$ cat src/rtl/mc_ctrl_unit.sv
// Multi-cycle MIPS control FSM: sequences IF/ID/EXE/MEM/WB, drives datapath enables and ALU
// controls combinationally from state/opcode/funct/zero, and counts retired instructions.
module mc_ctrl_unit #(
  parameter int unsigned CNT_W   = 32,
  parameter logic [5:0]  HALT_OP = 6'b111111
) (
  input  logic             CLK,
  input  logic             RST,
  input  logic [5:0]       opcode,
  input  logic [5:0]       funct,
  input  logic             zero,
  output logic             PCWre,
  output logic [1:0]       PCSrc,
  output logic             IRWre,
  output logic             RegWre,
  output logic [1:0]       RegDst,
  output logic             WrRegDSrc,
  output logic             ALUSrcB,
  output logic             ExtSel,
  output logic [2:0]       ALUOp,
  output logic             mRD,
  output logic             mWR,
  output logic             DBDataSrc,
  output logic [2:0]       state,
  output logic             halted,
  output logic [CNT_W-1:0] instr_cnt
);

  typedef enum logic [2:0] {
    StIf   = 3'd0,
    StId   = 3'd1,
    StExe  = 3'd2,
    StMem  = 3'd3,
    StWb   = 3'd4,
    StHalt = 3'd5
  } state_e;

  localparam logic [5:0] OpR    = 6'b000000;
  localparam logic [5:0] OpJ    = 6'b000010;
  localparam logic [5:0] OpJal  = 6'b000011;
  localparam logic [5:0] OpBeq  = 6'b000100;
  localparam logic [5:0] OpBne  = 6'b000101;
  localparam logic [5:0] OpAddi = 6'b001000;
  localparam logic [5:0] OpOri  = 6'b001101;
  localparam logic [5:0] OpLw   = 6'b100011;
  localparam logic [5:0] OpSw   = 6'b101011;

  localparam logic [5:0] FnJr  = 6'b001000;
  localparam logic [5:0] FnAdd = 6'b100000;
  localparam logic [5:0] FnSub = 6'b100010;
  localparam logic [5:0] FnAnd = 6'b100100;
  localparam logic [5:0] FnOr  = 6'b100101;
  localparam logic [5:0] FnSlt = 6'b101010;

  state_e           state_q, state_d;
  logic [CNT_W-1:0] cnt_q, cnt_d;

  logic is_r, is_jr, r_alu, is_branch, is_mem, to_exe;
  logic pc_wre, ir_wre, reg_wre, m_rd, m_wr;

  always_comb begin
    is_r      = (opcode == OpR);
    is_jr     = is_r && (funct == FnJr);
    r_alu     = is_r && ((funct == FnAdd) || (funct == FnSub) || (funct == FnAnd) ||
                         (funct == FnOr) || (funct == FnSlt));
    is_branch = (opcode == OpBeq) || (opcode == OpBne);
    is_mem    = (opcode == OpLw) || (opcode == OpSw);
    to_exe    = r_alu || is_branch || is_mem || (opcode == OpAddi) || (opcode == OpOri);
  end

  // ALU-side controls depend only on the instruction, so they hold across EXE/MEM/WB.
  always_comb begin
    ALUSrcB   = is_mem || (opcode == OpAddi) || (opcode == OpOri);
    ExtSel    = (opcode != OpOri);
    DBDataSrc = (opcode == OpLw);
    if (opcode == OpJal)  RegDst = 2'b00;
    else if (is_r)        RegDst = 2'b10;
    else                  RegDst = 2'b01;
    ALUOp = 3'b000;
    if (is_branch)              ALUOp = 3'b001;
    else if (opcode == OpOri)   ALUOp = 3'b011;
    else if (is_r) begin
      case (funct)
        FnSub:   ALUOp = 3'b001;
        FnAnd:   ALUOp = 3'b010;
        FnOr:    ALUOp = 3'b011;
        FnSlt:   ALUOp = 3'b100;
        default: ALUOp = 3'b000;
      endcase
    end
  end

  always_comb begin
    state_d   = state_q;
    pc_wre    = 1'b0;
    PCSrc     = 2'b00;
    ir_wre    = 1'b0;
    reg_wre   = 1'b0;
    m_rd      = 1'b0;
    m_wr      = 1'b0;
    WrRegDSrc = 1'b0;
    case (state_q)
      StIf: begin
        ir_wre  = 1'b1;
        state_d = StId;
      end
      StId: begin
        state_d = StIf;
        if (opcode == HALT_OP) begin
          state_d = StHalt;
        end else if (opcode == OpJ) begin
          pc_wre = 1'b1;
          PCSrc  = 2'b11;
        end else if (opcode == OpJal) begin
          pc_wre  = 1'b1;
          PCSrc   = 2'b11;
          reg_wre = 1'b1;
        end else if (is_jr) begin
          pc_wre = 1'b1;
          PCSrc  = 2'b10;
        end else if (to_exe) begin
          state_d = StExe;
        end else begin
          pc_wre = 1'b1;
        end
      end
      StExe: begin
        if (is_branch) begin
          pc_wre  = 1'b1;
          PCSrc   = ((opcode == OpBeq) == zero) ? 2'b01 : 2'b00;
          state_d = StIf;
        end else if (is_mem) begin
          state_d = StMem;
        end else begin
          state_d = StWb;
        end
      end
      StMem: begin
        if (opcode == OpLw) begin
          m_rd    = 1'b1;
          state_d = StWb;
        end else begin
          m_wr    = 1'b1;
          pc_wre  = 1'b1;
          state_d = StIf;
        end
      end
      StWb: begin
        reg_wre   = 1'b1;
        WrRegDSrc = 1'b1;
        pc_wre    = 1'b1;
        state_d   = StIf;
      end
      StHalt:  state_d = StHalt;
      default: state_d = StIf;
    endcase
  end

  // Write strobes are squashed while reset is held so an aborted instruction leaves no trace.
  always_comb begin
    PCWre  = pc_wre  & RST;
    IRWre  = ir_wre  & RST;
    RegWre = reg_wre & RST;
    mRD    = m_rd    & RST;
    mWR    = m_wr    & RST;
    cnt_d  = PCWre ? cnt_q + CNT_W'(1) : cnt_q;
  end

  always_ff @(posedge CLK) begin
    if (!RST) begin
      state_q <= StIf;
      cnt_q   <= '0;
    end else begin
      state_q <= state_d;
      cnt_q   <= cnt_d;
    end
  end

  assign state     = state_q;
  assign halted    = (state_q == StHalt);
  assign instr_cnt = cnt_q;

endmodule

$ cat config.mk
export PLATFORM = sky130hd
export DESIGN_NAME = mc_ctrl_unit
export DESIGN_NICKNAME = d
export VERILOG_FILES = /design/src/rtl/mc_ctrl_unit.sv
export SDC_FILE = /design/constraint.sdc
export NUM_CORES = 1
export LEC_CHECK = 0
export CORE_UTILIZATION = 28
export CTS_BUF_LIST = sky130_fd_sc_hd__clkbuf_2
export DETAILED_ROUTE_END_ITERATION = 10
export GPL_TIMING_DRIVEN = 0
export SYNTH_ARGS = -nofsm -noshare
export SYNTH_HDL_FRONTEND = slang
export SYNTH_SLANG_ARGS = --single-unit
$ cat constraint.sdc
create_clock -name CLK -period 2.18 [get_ports CLK]
set_input_delay 0.436 -clock CLK [delete_from_list [all_inputs] [get_ports CLK]]
set_output_delay 0.436 -clock CLK [all_outputs]
set_load 0.1 [all_outputs]
-- Word-level counts from Yosys, hierarchy flattened
Index checks and enable logic that the tools add are counted.
- bits in registers: 35
- word-level logic and storage cells: 85
- $add $sub $neg: 1
- equality and inequality tests: 22
- muxes and demuxes: 39
- bitwise gates (word level): 5
- reductions and logical operators: 16
- operators with widths (operator ; count):
    $eq 6x6->1 const B ; 8
    $add 32x1->32 const B ; 1
    $mux 3 ; 7
    $mux 2 ; 10
    $eq 6x4->1 const B ; 3
    $mux 1 ; 17
    $pmux 3 s5 ; 1
    $eq 6x2->1 const B ; 2
    $eq 6x3->1 const B ; 2
    $logic_or 1x1->1 ; 12
    $pmux 3 s4 ; 1
    $eq 3x2->1 const B ; 2
    $eq 3x3->1 const B ; 2
    $logic_not 6->1 ; 1
    $ne 6x4->1 const B ; 1
    $and 1x1->1 ; 5
    $pmux 1 s4 ; 1
    $pmux 2 s2 ; 1
    $eq 3x1->1 const B ; 1
    $logic_not 3->1 ; 1
    $logic_and 1x1->1 ; 2
    $pmux 1 s2 ; 1
    $eq 1x1->1 ; 1

-- Logic depth before layout (Yosys ltp)
- word-level depth: 17
- gate-level depth with buffers: 9
- depth with buffers taken out: 7

-- Least setup slack after synthesis
Ideal clock, no wire load.
- path kind: register to register
- start point: register state_q[1], in the netlist state[1]
- end point: register cnt_q[2], in the netlist instr_cnt[2]
- setup time: 0.168 ns
- arrival time: 4.293 ns
- data required time: 2.012 ns
- setup slack: -2.281 ns
- stages on the path, launching flop included: 10
- buffers on the path: 2
- clock period less this slack: 4.461 ns
- cell sequence: dfxtp_1 clkbuf_1 nand4b_1 a21oi_1 a31oi_1 o31a_1 buf_4 inv_1 nand2_1 mux2i_1
- cells in the longest elaborated chain, start to end: 3
- elaborated cells on any way between the ends: 6
- classes of those cells: eq/ne (4); mux (1); bitwise (1)
- ends and longest elaborated chain (what ; line ; source):
    start, declared ; 55 ; state_e state_q, state_d;
    start signal, assigned ; 171 ; state_q <= StIf;
    start signal, assigned ; 174 ; state_q <= state_d;
    $eq 3x3->1, or another cell as far along ; 102 ; case (state_q)
    $pmux 1 s4 (*) ; 102 ;
    $and 1x1->1 (*) ; 161 ; PCWre = pc_wre & RST;
    via PCWre ; 12 ; output logic PCWre,
    end signal, assigned ; 175 ; cnt_q <= cnt_d;
    end, declared ; 56 ; logic [CNT_W-1:0] cnt_q, cnt_d;
The timed path passes the listed nets; every way through them passes the cells marked *.
A chain may end at the register's enable or synchronous reset.

-- Worst setup path in the final report
- start point: input opcode[3]
- end point: output PCWre
- cells in the longest elaborated chain, start to end: 13
- elaborated cells on any way between the ends: 27
- classes of those cells: eq/ne (9); mux (8); bitwise (1); reduce/logical (9)
- ends and longest elaborated chain (what ; line ; source):
    start, declared ; 9 ; input logic [5:0] opcode,
    $eq 6x3->1 or $logic_not 6->1 (tied branches) ; 66, 62 ;
    $logic_or 1x1->1 or $logic_and 1x1->1 (tied branches) ; 66, 64 ;
    $logic_or 1x1->1 (4 in a row) ; 68 ; to_exe = r_alu || is_branch || is_mem || (opcode == OpAddi) || (opcode == OpOri);
    $mux 1 ; 121 ; end else if (to_exe) begin
    $mux 1 ; 118 ; end else if (is_jr) begin
    $mux 1 ; 114 ; end else if (opcode == OpJal) begin
    $mux 1 ; 111 ; end else if (opcode == OpJ) begin
    $mux 1 ; 109 ; if (opcode == HALT_OP) begin
    $pmux 1 s4 (*) ; 102 ;
    $and 1x1->1 (*) ; 161 ;
    end, declared ; 12 ;
Mark *: on every way between the ends. The rest lies on a longest branch, timed or not.

==> results.sh <==
export IMPL_ys_flop_type="sky130_fd_sc_hd__dfxtp_1"
export IMPL_crit_path_cell_trace="buf_12, buf_4, nor3_1, a21oi_4, a31oi_1, o31a_1, buf_6, clkinvlp_4, buf_12"
export IMPL_grt_start_max_net_pins=12
export IMPL_placement_cell_area_mm2=0.003102
export IMPL_layout_common_cells="29 x sky130_fd_sc_hd__dlygate4sd2_1, 27 x sky130_fd_sc_hd__buf_4, 26 x sky130_fd_sc_hd__a21oi_1"
export IMPL_leakage_component_of_the_power_nw=1.316
export IMPL_status="finished, violations left"
export IMPL_postSynthCellCount=279
export IMPL_grtUsageTotal=0.1731
export IMPL_first_global_vias=2204
export IMPL_syn_area_mm2=0.002117
export IMPL_gp_routability_congestion=0.8232
export IMPL_layout_commonest_cell="sky130_fd_sc_hd__dlygate4sd2_1"
export IMPL_drtPass1Iterations=4
export IMPL_ys_types=46
export IMPL_max_freq_mhz=407.2
export IMPL_inserted_clock_buffers=5
export IMPL_vias_per_instance=5.312
export IMPL_crit_fanout=8
export IMPL_max_stage_delay_ns=0.39
export IMPL_drt_antenna_violating_nets=0
export IMPL_layout_cell_area_non_filler_mm2=0.003374
export IMPL_finalHoldViolCount=0
export IMPL_final_layout_size_suffix_gt1_frac=0.3523
export IMPL_detailedPlacementHpwl_um=4857
export IMPL_clk_pin_slew_worst_paths_ns=0.16
export IMPL_design_final_nets=384
export IMPL_setup_worst_path_end_class="output pin"
export IMPL_drv_cap=0
export IMPL_floorplan_die_area_mm2=0.007912
export IMPL_grt_antenna_before_repair=0
export IMPL_skew_ns=0.02849
export IMPL_gr_total_overflow=0
export IMPL_count_of_yosys_warnings_during_synthesis=0
export IMPL_wire_length_of_the_first_global_routing_pass_um=10690
export IMPL_worst_path_buf_inv=5
export IMPL_start_kind="input port"
export IMPL_count_of_buffers_from_port_buffering=62
export IMPL_fp_coreArea_mm2=0.007292
export IMPL_synth_avg_cell_area_um2=7.588
export IMPL_async_flop_share=0
export IMPL_fin_crit_ns=2.456
export IMPL_fin_ws_ns=-0.2759
export IMPL_worstReg2RegStart="instr_cnt[14]$_SDFFE_PN0P_"
export IMPL_cts_hold_repair_buffers=0
export IMPL_count_of_unresolved_drc_violations_after_routing=0
export IMPL_setup_viol=2
export IMPL_dr_first_iter_drc_count=125
export IMPL_synth_seq_area_share=0.3310
export IMPL_timing_max_slew_rel_slack=0.3502
export IMPL_synthesis_nets=295
export IMPL_routed_wire_length_per_instance_um=14.83
export IMPL_synth_edf_count=0
export IMPL_worst_setup_path_startpoint="opcode[3]"
export IMPL_die_height_um=88.95
export IMPL_cp_slowest_cell="sky130_fd_sc_hd__nor3_1"
export IMPL_synth_seq_cells=35
export IMPL_cts_max_level=2
export IMPL_tightestPinTransition_ns=0.9786
export IMPL_vdd_ir_drop_max_v=0.0002972
export IMPL_power_density_mw_per_mm2=373.6
export IMPL_initial_util=0.2903
export IMPL_hp_start="opcode[2]"
export IMPL_placement_rows=31
export IMPL_critical_path_arrival_ns=2.02
export IMPL_syn_to_layout_area_delta_pct=59.40
export IMPL_routed_wl_um=6942
export IMPL_cts_tree="yes"
export IMPL_vias=2486
export IMPL_critical_path_required_ns=1.74
export IMPL_layout_worst_path_cycle_share=1.127
export IMPL_die_w_um=88.95
export IMPL_clk_path_buf_depth=2
export IMPL_final_max_slew_violation_count=0
export IMPL_critPathTopFamily="buffers and inverters"
export IMPL_violated_checks="negative setup slack"
export IMPL_cts_sinks=35
export IMPL_clock_root_buffer="sky130_fd_sc_hd__clkbuf_2"
export IMPL_diodes=0
export IMPL_min_delay_worst_type="input port to flop"
export IMPL_whs_ns=0.4037
export IMPL_worst_setup_path_type="input port to output pin"
export IMPL_io_pins=67
export IMPL_insertion_delay_ns=0.38
export IMPL_unrepaired_setup_endpoints_after_global_routing="yes"
export IMPL_cp_common_cell="sky130_fd_sc_hd__buf_12"
power by group:
group | switching, mW | total (mW) | leakage, nW | internal [mW]
clock | 0.222 | 0.295 | 0.0325 | 0.0737
combinational | 0.211 | 0.323 | 0.985 | 0.112
sequential | 0.00894 | 0.642 | 0.298 | 0.633
per-stage QoR:
| stage | worst slack (ns) | total power [mW] | util | cells | TNS [ns] |
|---|---|---|---|---|---|
| 2_1_floorplan | -0.7606 | 0.8557 | - | 279 | -15.29 |
| 3_3_place_gp | -2.008 | 0.9377 | 0.4254 | 440 | -46.48 |
| 3_5_place_dp | -2.051 | 0.9386 | 0.4254 | 440 | -48.63 |
| 4_1_cts | -0.2727 | 1.253 | 0.4429 | 457 | -0.2928 |
| 5_1_grt | -0.3453 | 1.325 | 0.4628 | 468 | -0.6991 |
| 6_report | -0.2759 | 1.261 | 0.4628 | 468 | -0.3366 |
cells by family after synthesis:
kind of cell             count (synthesis)  share of synthesized area
AO/OA/AOI/OAI                           81                     0.2358
XOR/XNOR                                 1                   0.004138
adder cells (fa/ha/maj)                  1                   0.005909
buffers and inverters                   30                    0.06737
flip-flops                              35                     0.3310
multiplexers                             2                   0.009457
AND/OR/NAND/NOR                        129                     0.3463
synth_stat cells, types with 7 or more instances:
master                     number  area, um^2
sky130_fd_sc_hd__dfxtp_1       35       700.7
sky130_fd_sc_hd__nor2_1        12       45.04
sky130_fd_sc_hd__or3_1         18       112.6
sky130_fd_sc_hd__nor3_1         7       35.03
sky130_fd_sc_hd__o31ai_1        7       52.55
sky130_fd_sc_hd__o21ai_0       26       130.1
sky130_fd_sc_hd__a21oi_1       28       140.1
sky130_fd_sc_hd__clkbuf_1       8       30.03
sky130_fd_sc_hd__inv_1         10       37.54
sky130_fd_sc_hd__nand4_1       14       87.58
sky130_fd_sc_hd__nand3_1       15       75.07
sky130_fd_sc_hd__nand2_1       25       93.84
tightest hold or removal path, stage by stage:
cell,delay [ns]
sky130_fd_sc_hd__buf_12,0.09
sky130_fd_sc_hd__nor3b_1,0.08
sky130_fd_sc_hd__nand2_1,0.08
sky130_fd_sc_hd__a21oi_1,0.05
routing by layer:
layer | vias up | GRT usage | part of all wire
met5 | - | 0 | 0
met4 | 0 | 0.03463 | 0.0079
met3 | 6 | 0.03047 | 0.044
met2 | 59 | 0.2860 | 0.46
met1 | 1182 | 0.2383 | 0.49
li1 | 1239 | - | -
layout make-up:
| class | instances | area (um^2) |
|---|---|---|
| clock inverters | 3 | 15.01 |
| plain buffers | 18 | 167.7 |
| repair buffers | 83 | 744.5 |
| flip-flops and latches | 35 | 760.7 |
| fillers | 773 | 3918 |
| clock buffers | 5 | 25.02 |
| well taps | 99 | 123.9 |
| inverters | 11 | 46.29 |
| multi-input cells | 214 | 1491 |
what timing repair did:
| action | 4_1_cts | 5_1_grt |
|---|---|---|
| setup buffers | 9 | 15 |
| pin swaps | 6 | 14 |
| endpoints found under the setup margin | 84 | 40 |
| resized for setup | 167 | 50 |
sequential cells by signal (all words and copies together), names as in the netlist:
register and cells:
instr_cnt 32, state 3
final timing paths:
| check | end | slack (ns) | cells after the start |
|---|---|---|---|
| max | PCWre | -0.28 | 9 |
| min | state[1]$_SDFF_PN0_ | 0.40 | 4 |
| max reg2reg | instr_cnt[26]$_SDFFE_PN0P_ | 0.07 | 6 |
| min reg2reg | instr_cnt[6]$_SDFFE_PN0P_ | 0.47 | 1 |
(Power assumes the default switching activity.)
